**src/rtl/iob_wb2iob_m_pkg.sv**
```systemverilog
// Shared types and constants for the Wishbone-slave to IOb-master bridge.
package iob_wb2iob_m_pkg;

  typedef enum logic [1:0] {
    ST_IDLE = 2'd0,
    ST_REQ  = 2'd1,
    ST_ACK  = 2'd2,
    ST_ERR  = 2'd3
  } state_t;

  localparam logic [1:0] WORD_ALIGN_LSB = 2'b00;

endpackage

```
**src/rtl/iob_wb2iob_m_if.sv**
```systemverilog
// Bus bundle for the bridge: Wishbone slave side (MAC facing) and IOb master side.
interface iob_wb2iob_m_if #(
  parameter int ADDR_W = 32,
  parameter int DATA_W = 32
);

  logic [31:0]         wb_adr_i;
  logic [DATA_W/8-1:0] wb_sel_i;
  logic                wb_we_i;
  logic [DATA_W-1:0]   wb_dat_i;
  logic [DATA_W-1:0]   wb_dat_o;
  logic                wb_cyc_i;
  logic                wb_stb_i;
  logic                wb_ack_o;
  logic                wb_err_o;

  logic                valid;
  logic [ADDR_W-1:0]   address;
  logic [DATA_W-1:0]   wdata;
  logic [DATA_W/8-1:0] wstrb;
  logic [DATA_W-1:0]   rdata;
  logic                ready;

  modport slave (
    input  wb_adr_i, wb_sel_i, wb_we_i, wb_dat_i, wb_cyc_i, wb_stb_i,
    output wb_dat_o, wb_ack_o, wb_err_o
  );

  modport master (
    output valid, address, wdata, wstrb,
    input  rdata, ready
  );

endinterface

```
**src/rtl/iob_wb2iob_timeout.sv**
```systemverilog
// Response timeout counter; o_expired flags the cycle whose increment reaches all-ones.
module iob_wb2iob_timeout #(
  parameter int TIMEOUT_W = 12
) (
  input  logic clk,
  input  logic rst,
  input  logic i_clr,
  input  logic i_en,
  output logic o_expired
);

  localparam logic [TIMEOUT_W-1:0] CNT_MAX = {TIMEOUT_W{1'b1}};

  logic [TIMEOUT_W-1:0] r_cnt;
  logic [TIMEOUT_W-1:0] w_cnt_inc;

  assign w_cnt_inc = r_cnt + TIMEOUT_W'(1);
  assign o_expired = i_en && (w_cnt_inc == CNT_MAX);

  always_ff @(posedge clk or negedge rst) begin
    if (!rst) begin
      r_cnt <= {TIMEOUT_W{1'b0}};
    end else if (i_clr) begin
      r_cnt <= {TIMEOUT_W{1'b0}};
    end else if (i_en) begin
      r_cnt <= w_cnt_inc;
    end else begin
      r_cnt <= r_cnt;
    end
  end

endmodule

```
**src/rtl/iob_wb2iob_m.sv**
```systemverilog
// Wishbone slave (MAC DMA master) to IOb master bridge, one transfer outstanding,
// with address-window and response-timeout errors reported on wb_err_o.
module iob_wb2iob_m
  import iob_wb2iob_m_pkg::*;
#(
  parameter int          ADDR_W    = 32,
  parameter int          DATA_W    = 32,
  parameter logic [31:0] HI_ADDR   = 32'd0,
  parameter int          TIMEOUT_W = 12
) (
  input  logic             clk,
  input  logic             rst,
  iob_wb2iob_m_if.slave    wb,
  iob_wb2iob_m_if.master   iob
);

  localparam int STRB_W = DATA_W / 8;

  state_t              r_state, w_state_nxt;
  logic                r_valid, w_valid_nxt;
  logic [ADDR_W-1:0]   r_address, w_address_nxt;
  logic [DATA_W-1:0]   r_wdata, w_wdata_nxt;
  logic [STRB_W-1:0]   r_wstrb, w_wstrb_nxt;
  logic [DATA_W-1:0]   r_dat, w_dat_nxt;
  logic                r_ack, w_ack_nxt;
  logic                r_err, w_err_nxt;
  logic                r_abort, w_abort_nxt;
  logic                w_abort_now;
  logic                w_win_ok;
  logic                w_cnt_clr, w_cnt_en, w_expired;
  logic                w_unused;

  // Byte lanes are expressed through wb_sel_i, so the low address bits carry no information.
  assign w_unused = ^wb.wb_adr_i[1:0];

  if (ADDR_W < 32) begin : g_window
    assign w_win_ok = (wb.wb_adr_i[31:ADDR_W] == HI_ADDR[31-ADDR_W:0]);
  end else begin : g_no_window
    assign w_win_ok = 1'b1;
  end

  if (TIMEOUT_W > 0) begin : g_tmo
    iob_wb2iob_timeout #(.TIMEOUT_W(TIMEOUT_W)) u_tmo (
      .clk       (clk),
      .rst       (rst),
      .i_clr     (w_cnt_clr),
      .i_en      (w_cnt_en),
      .o_expired (w_expired)
    );
  end else begin : g_no_tmo
    assign w_expired = 1'b0;
  end

  always_comb begin
    w_state_nxt   = r_state;
    w_valid_nxt   = r_valid;
    w_address_nxt = r_address;
    w_wdata_nxt   = r_wdata;
    w_wstrb_nxt   = r_wstrb;
    w_dat_nxt     = r_dat;
    w_ack_nxt     = 1'b0;
    w_err_nxt     = 1'b0;
    w_abort_nxt   = r_abort;
    w_cnt_clr     = 1'b1;
    w_cnt_en      = 1'b0;
    w_abort_now   = r_abort | ~wb.wb_cyc_i;
    case (r_state)
      ST_IDLE: begin
        w_abort_nxt = 1'b0;
        if (wb.wb_cyc_i && wb.wb_stb_i) begin
          if (!w_win_ok) begin
            w_state_nxt = ST_ERR;
            w_err_nxt   = 1'b1;
          end else begin
            w_state_nxt   = ST_REQ;
            w_valid_nxt   = 1'b1;
            w_address_nxt = {wb.wb_adr_i[ADDR_W-1:2], WORD_ALIGN_LSB};
            w_wdata_nxt   = wb.wb_dat_i;
            w_wstrb_nxt   = wb.wb_we_i ? wb.wb_sel_i : {STRB_W{1'b0}};
          end
        end else begin
          w_state_nxt = ST_IDLE;
        end
      end
      ST_REQ: begin
        w_cnt_clr   = 1'b0;
        w_cnt_en    = 1'b1;
        w_abort_nxt = w_abort_now;
        // An abandoned cycle still has to drain the IOb transfer, then retires silently.
        if (iob.ready) begin
          w_valid_nxt = 1'b0;
          if (w_abort_now) begin
            w_state_nxt = ST_IDLE;
          end else begin
            w_state_nxt = ST_ACK;
            w_ack_nxt   = 1'b1;
            if (r_wstrb == {STRB_W{1'b0}}) begin
              w_dat_nxt = iob.rdata;
            end else begin
              w_dat_nxt = r_dat;
            end
          end
        end else if (w_expired) begin
          w_valid_nxt = 1'b0;
          w_wstrb_nxt = {STRB_W{1'b0}};
          if (w_abort_now) begin
            w_state_nxt = ST_IDLE;
          end else begin
            w_state_nxt = ST_ERR;
            w_err_nxt   = 1'b1;
          end
        end else begin
          w_state_nxt = ST_REQ;
        end
      end
      ST_ACK:  w_state_nxt = ST_IDLE;
      ST_ERR:  w_state_nxt = ST_IDLE;
      default: begin
        w_state_nxt = ST_IDLE;
        w_valid_nxt = 1'b0;
      end
    endcase
  end

  always_ff @(posedge clk or negedge rst) begin
    if (!rst) begin
      r_state <= ST_IDLE;
    end else begin
      r_state <= w_state_nxt;
    end
  end

  always_ff @(posedge clk or negedge rst) begin
    if (!rst) begin
      r_valid   <= 1'b0;
      r_address <= {ADDR_W{1'b0}};
      r_wdata   <= {DATA_W{1'b0}};
      r_wstrb   <= {STRB_W{1'b0}};
      r_dat     <= {DATA_W{1'b0}};
      r_ack     <= 1'b0;
      r_err     <= 1'b0;
      r_abort   <= 1'b0;
    end else begin
      r_valid   <= w_valid_nxt;
      r_address <= w_address_nxt;
      r_wdata   <= w_wdata_nxt;
      r_wstrb   <= w_wstrb_nxt;
      r_dat     <= w_dat_nxt;
      r_ack     <= w_ack_nxt;
      r_err     <= w_err_nxt;
      r_abort   <= w_abort_nxt;
    end
  end

  assign iob.valid    = r_valid;
  assign iob.address  = r_address;
  assign iob.wdata    = r_wdata;
  assign iob.wstrb    = r_wstrb;
  assign wb.wb_dat_o  = r_dat;
  assign wb.wb_ack_o  = r_ack;
  assign wb.wb_err_o  = r_err;

endmodule

```
**src/flat_wrapper.sv**
```systemverilog
// flat-port wrapper written by rule: the top's interface ports become plain ports
module iob_wb2iob_m_flat import iob_wb2iob_m_pkg::*;
#(
  parameter int          ADDR_W    = 32,
  parameter int          DATA_W    = 32,
  parameter logic [31:0] HI_ADDR   = 32'd0,
  parameter int          TIMEOUT_W = 12
)
  (clk, rst, wb_wb_adr_i, wb_wb_sel_i, wb_wb_we_i, wb_wb_dat_i, wb_wb_cyc_i, wb_wb_stb_i, wb_wb_dat_o, wb_wb_ack_o, wb_wb_err_o, iob_valid, iob_address, iob_wdata, iob_wstrb, iob_rdata, iob_ready);
  iob_wb2iob_m_if #(.ADDR_W(ADDR_W), .DATA_W(DATA_W)) wb_i ();
  iob_wb2iob_m_if #(.ADDR_W(ADDR_W), .DATA_W(DATA_W)) iob_i ();
  input  logic clk;
  input  logic rst;
  input wire logic [$bits(wb_i.wb_adr_i)-1:0] wb_wb_adr_i;
  input wire logic [$bits(wb_i.wb_sel_i)-1:0] wb_wb_sel_i;
  input wire logic [$bits(wb_i.wb_we_i)-1:0] wb_wb_we_i;
  input wire logic [$bits(wb_i.wb_dat_i)-1:0] wb_wb_dat_i;
  input wire logic [$bits(wb_i.wb_cyc_i)-1:0] wb_wb_cyc_i;
  input wire logic [$bits(wb_i.wb_stb_i)-1:0] wb_wb_stb_i;
  output wire logic [$bits(wb_i.wb_dat_o)-1:0] wb_wb_dat_o;
  output wire logic [$bits(wb_i.wb_ack_o)-1:0] wb_wb_ack_o;
  output wire logic [$bits(wb_i.wb_err_o)-1:0] wb_wb_err_o;
  output wire logic [$bits(iob_i.valid)-1:0] iob_valid;
  output wire logic [$bits(iob_i.address)-1:0] iob_address;
  output wire logic [$bits(iob_i.wdata)-1:0] iob_wdata;
  output wire logic [$bits(iob_i.wstrb)-1:0] iob_wstrb;
  input wire logic [$bits(iob_i.rdata)-1:0] iob_rdata;
  input wire logic [$bits(iob_i.ready)-1:0] iob_ready;
  assign wb_i.wb_adr_i = wb_wb_adr_i;
  assign wb_i.wb_sel_i = wb_wb_sel_i;
  assign wb_i.wb_we_i = wb_wb_we_i;
  assign wb_i.wb_dat_i = wb_wb_dat_i;
  assign wb_i.wb_cyc_i = wb_wb_cyc_i;
  assign wb_i.wb_stb_i = wb_wb_stb_i;
  assign wb_wb_dat_o = wb_i.wb_dat_o;
  assign wb_wb_ack_o = wb_i.wb_ack_o;
  assign wb_wb_err_o = wb_i.wb_err_o;
  assign iob_valid = iob_i.valid;
  assign iob_address = iob_i.address;
  assign iob_wdata = iob_i.wdata;
  assign iob_wstrb = iob_i.wstrb;
  assign iob_i.rdata = iob_rdata;
  assign iob_i.ready = iob_ready;
  iob_wb2iob_m #(.ADDR_W(ADDR_W), .DATA_W(DATA_W), .HI_ADDR(HI_ADDR), .TIMEOUT_W(TIMEOUT_W)) u_core (.clk(clk), .rst(rst), .wb(wb_i), .iob(iob_i));
endmodule
```
**config.mk**
```make
export PLATFORM = sky130hd
export DESIGN_NAME = iob_wb2iob_m_flat
export DESIGN_NICKNAME = d
export VERILOG_FILES = /design/src/rtl/iob_wb2iob_m_pkg.sv /design/src/rtl/iob_wb2iob_m_if.sv /design/src/rtl/iob_wb2iob_timeout.sv /design/src/rtl/iob_wb2iob_m.sv /design/src/flat_wrapper.sv
export SDC_FILE = /design/constraint.sdc
export NUM_CORES = 1
export LEC_CHECK = 0
export ABC_AREA = 0
export CAP_MARGIN = 40
export CORE_MARGIN = 1.5
export CORE_UTILIZATION = 36
export CTS_CLUSTER_SIZE = 12
export DETAILED_ROUTE_END_ITERATION = 6
export PLACE_DENSITY_LB_ADDON = 0.25
export SYNTH_ARGS = -nofsm -noshare
export SYNTH_HDL_FRONTEND = slang
export SYNTH_SLANG_ARGS = --single-unit
export TNS_END_PERCENT = 50
```
**constraint.sdc**
```tcl
create_clock -name clk -period 6.2 [get_ports clk]
set_input_delay 1.55 -clock clk [delete_from_list [all_inputs] [get_ports clk]]
set_output_delay 1.55 -clock clk [all_outputs]
set_load 0.05 [all_outputs]
```
==> impl_metrics.yaml <==
place:
  place_area_mm2: 0.00685
  io_buffers: 204
  gp_congestion: 0.787
  post-place-cells: 811
  dp_hpwl_mm: 8.51
power_and_ir_drop:
  power.leakage_nw: 3.48
  p_total_mw: 3.19
  power-per-cell-area_mw_per_mm2: 431
  ir_drop_mv: 0.212
global_routing:
  grt_max_degree: 66
  grt_usage_pct: 18.2
  grt_pass1_wl_mm: 18.9
  grt_remaining_overflow: 0
  antenna_found_initial: 0
  grt_pass1_vias: 3855
finish:
  antenna_cells: 0
  nets: 766
  nFillCells: 1115
  fin_area_mm2: 0.00741
  seq_area_mm2: 0.00290
  final_cell_mix: "203 x clkdlybuf4s50_1, 195 x nand2_1, 116 x dfrtp_1, 32 x mux2_1"
  drive_gt1_share_pct: 5.67
  multi_input_area_mm2: 0.00163
  layoutNonFillerInstCount: 842
  final_common_cell: "clkdlybuf4s50_1"
  syn2layout_area_growth_pct: 59.7
clock_network:
  clock-sinks: 116
  htree_levels: 4
  clock_tree.root_cell: "clkbuf_16"
  path_clk_slew_ns: 0.05
  cts_setup_buffers: 0
  clock_tree.buffer_depth: 2
  cts_tree: "built"
  cts_resized: 0
  clock_latency_ns: 0.40
  cts_made_buffers: 17
  ctsHoldBuffers: 0
timing:
  drv_slew: 0
  rsz0062_at_grt: "no"
  relSlewSlack_pct: 43.7
  max_freq_ghz: 0.309
  fin_skew_ns: 0.00894
  setup_viol: 0
  tightest_slew_ns: 0.845
  whs_ns: 0.470
  final.min_clock_period_ns: 3.23
  finalHoldViolCount: 0
  fin_crit_sh_pct: 52.1
  fin_tns_setup_ns: 0
route:
  avgRoutedWirePerCell_um: 14.2
  vias_per_cell: 4.64
  ant_nets: 0
  routed_wl_mm: 11.9
  num_vias: 3903
  first_pass_iters: 4
  drt_iter0_drc: 273
  drc: 0
yosys:
  ys_ff_latch: 116
  ys_top_cells_by_area: "dfrtp_1 63%, nand2_1 16%, mux2_1 7.8%"
  ys.warnings.count: 0
  yosysTopAreaCell: "dfrtp_1"
  ys.flop_type: "dfrtp_1"
  synthesis.area_mm2: 0.00464
  async_reset_ff_share_pct: 100
  synth_area_per_cell_um2: 10.2
  ys_seq_area_share_pct: 62.5
  syn_inst: 455
  synthDominantCellAreaShare_pct: 62.5
  synth_edf_count: 0
  synth.distinct_cells: 30
setup_path:
  critPathKind: "flip-flop to output port"
  cp_max_fo: 5
  max_stage_delay_ns: 0.86
  regToRegEndpoint: "u_core.iob.wstrb[2]"
  crit_path_end_kind: "output port"
  critPathLaunchType: "flip-flop"
  worstPathCellList: "clkdlybuf4s50_1"
  cp.required_ns: 4.65
  critPathArrivalTime_ns: 1.68
  slowest_stage: "clkdlybuf4s50_1"
  worstReg2RegStart: "u_core.g_tmo.u_tmo.r_cnt[0]"
  r2r.worst_path.cells: 6
  critPathBufInv: 1
  r2r_setup_slack_ns: 3.85
  path_delay_family: "buffers and inverters"
run:
  max_cap_viol_count: 0
die:
  io_pins: 209
  die_y_um: 117
  start_util_pct: 36.8
  core_area_mm2: 0.0126
  die-area_mm2: 0.0136
  die_x_um: 117
  rows: 41
hold_path:
  whs_endpoint: "u_core.iob.address[3]"
  hold_depth: 2
  hold_start: "u_core.iob.address[3]"
  min_path_type: "flip-flop to flip-flop"
outcome:
  status: "completed"
==> tightest hold or removal path, cell delays in order, from the launching register on <==
cell and delay [ns]:
dfrtp_1 0.33, nand2_1 0.05, nand2_1 0.06
==> sequential cells by signal, indices dropped and copies added, names as in the netlist <==
signal / flops
u_core.iob.wdata: 32
u_core.wb.wb_dat_o: 32
u_core.iob.address: 30
u_core.g_tmo.u_tmo.r_cnt: 12
u_core.iob.wstrb: 4
u_core.r_state: 2
u_core.iob.valid: 1
u_core.r_abort: 1
u_core.wb.wb_ack_o: 1
u_core.wb.wb_err_o: 1
==> per-layer routing <==
metal  up-vias  track usage (%)  part of all wire, %
met2       140             31.3                   51
li1       1877                -                    -
met5         -                0                    0
met3        15             6.33                  7.5
met4         0             7.31                  1.6
met1      1871             20.8                   40
==> cell usage after synthesis, types with 3 or more instances <==
cell type	count
nand2_1	195
dfrtp_1	116
mux2_1	32
nand3_1	18
nor2_1	17
clkbuf_1	16
xor2_1	7
and3_1	5
nand4_1	5
nor4_1	5
a31o_1	4
buf_1	4
xnor2_1	4
buf_2	3
inv_1	3
==> worst max-delay path by stage <==
stage,start,endpoint,slack (ns),depth (start not counted)
after global routing,u_core.iob.wstrb[2],iob_wstrb[2],2.89,1
after detailed placement,wb_wb_cyc_i,u_core.iob.wstrb[1],2.79,6
final,u_core.iob.wstrb[2],iob_wstrb[2],2.97,1
after global placement,wb_wb_cyc_i,u_core.iob.wstrb[3],2.48,4
after CTS,u_core.iob.wstrb[2],iob_wstrb[2],2.93,1
after floorplan,iob_ready,u_core.wb.wb_dat_o[10],3.40,6
==> layout make-up <==
| class | instances | area share (%) |
|---|---|---|
| Tap cell | 172 | 2.90 |
| Clock inverter | 10 | 1.45 |
| Timing Repair Buffer | 208 | 28.1 |
| Inverter | 3 | 0.152 |
| Sequential cell | 116 | 39.2 |
| Multi-Input combinational cell | 312 | 22.0 |
| Clock buffer | 21 | 6.21 |
==> stage by stage <==
step	util [%]	setup slack, ns
final	58.7	2.97
after CTS	58.7	2.93
after global routing	58.7	2.89
after global placement	54.1	2.48
after floorplan	-	3.40
after detailed placement	54.2	2.79
==> report_power, final <==
| part | internal (mW) | total, mW | switching (mW) | leakage, nW |
|---|---|---|---|---|
| Clock | 0.605 | 0.926 | 0.321 | 0.274 |
| Sequential | 0.930 | 1.02 | 0.0952 | 1.49 |
| Combinational | 0.422 | 1.24 | 0.821 | 1.72 |
| Total | 1.96 | 3.19 | 1.24 | 3.48 |
==> cells by family after synthesis <==
kind of cell	synth area share, %
buf+inv	2.51
flops	62.5
other cells	0.0808
simple gates	22.7
mux	7.76
compound gates	1.86
xor+xnor	2.07
fa+ha+maj	0.539
Note: power is estimated with default switching activity, not from simulation.
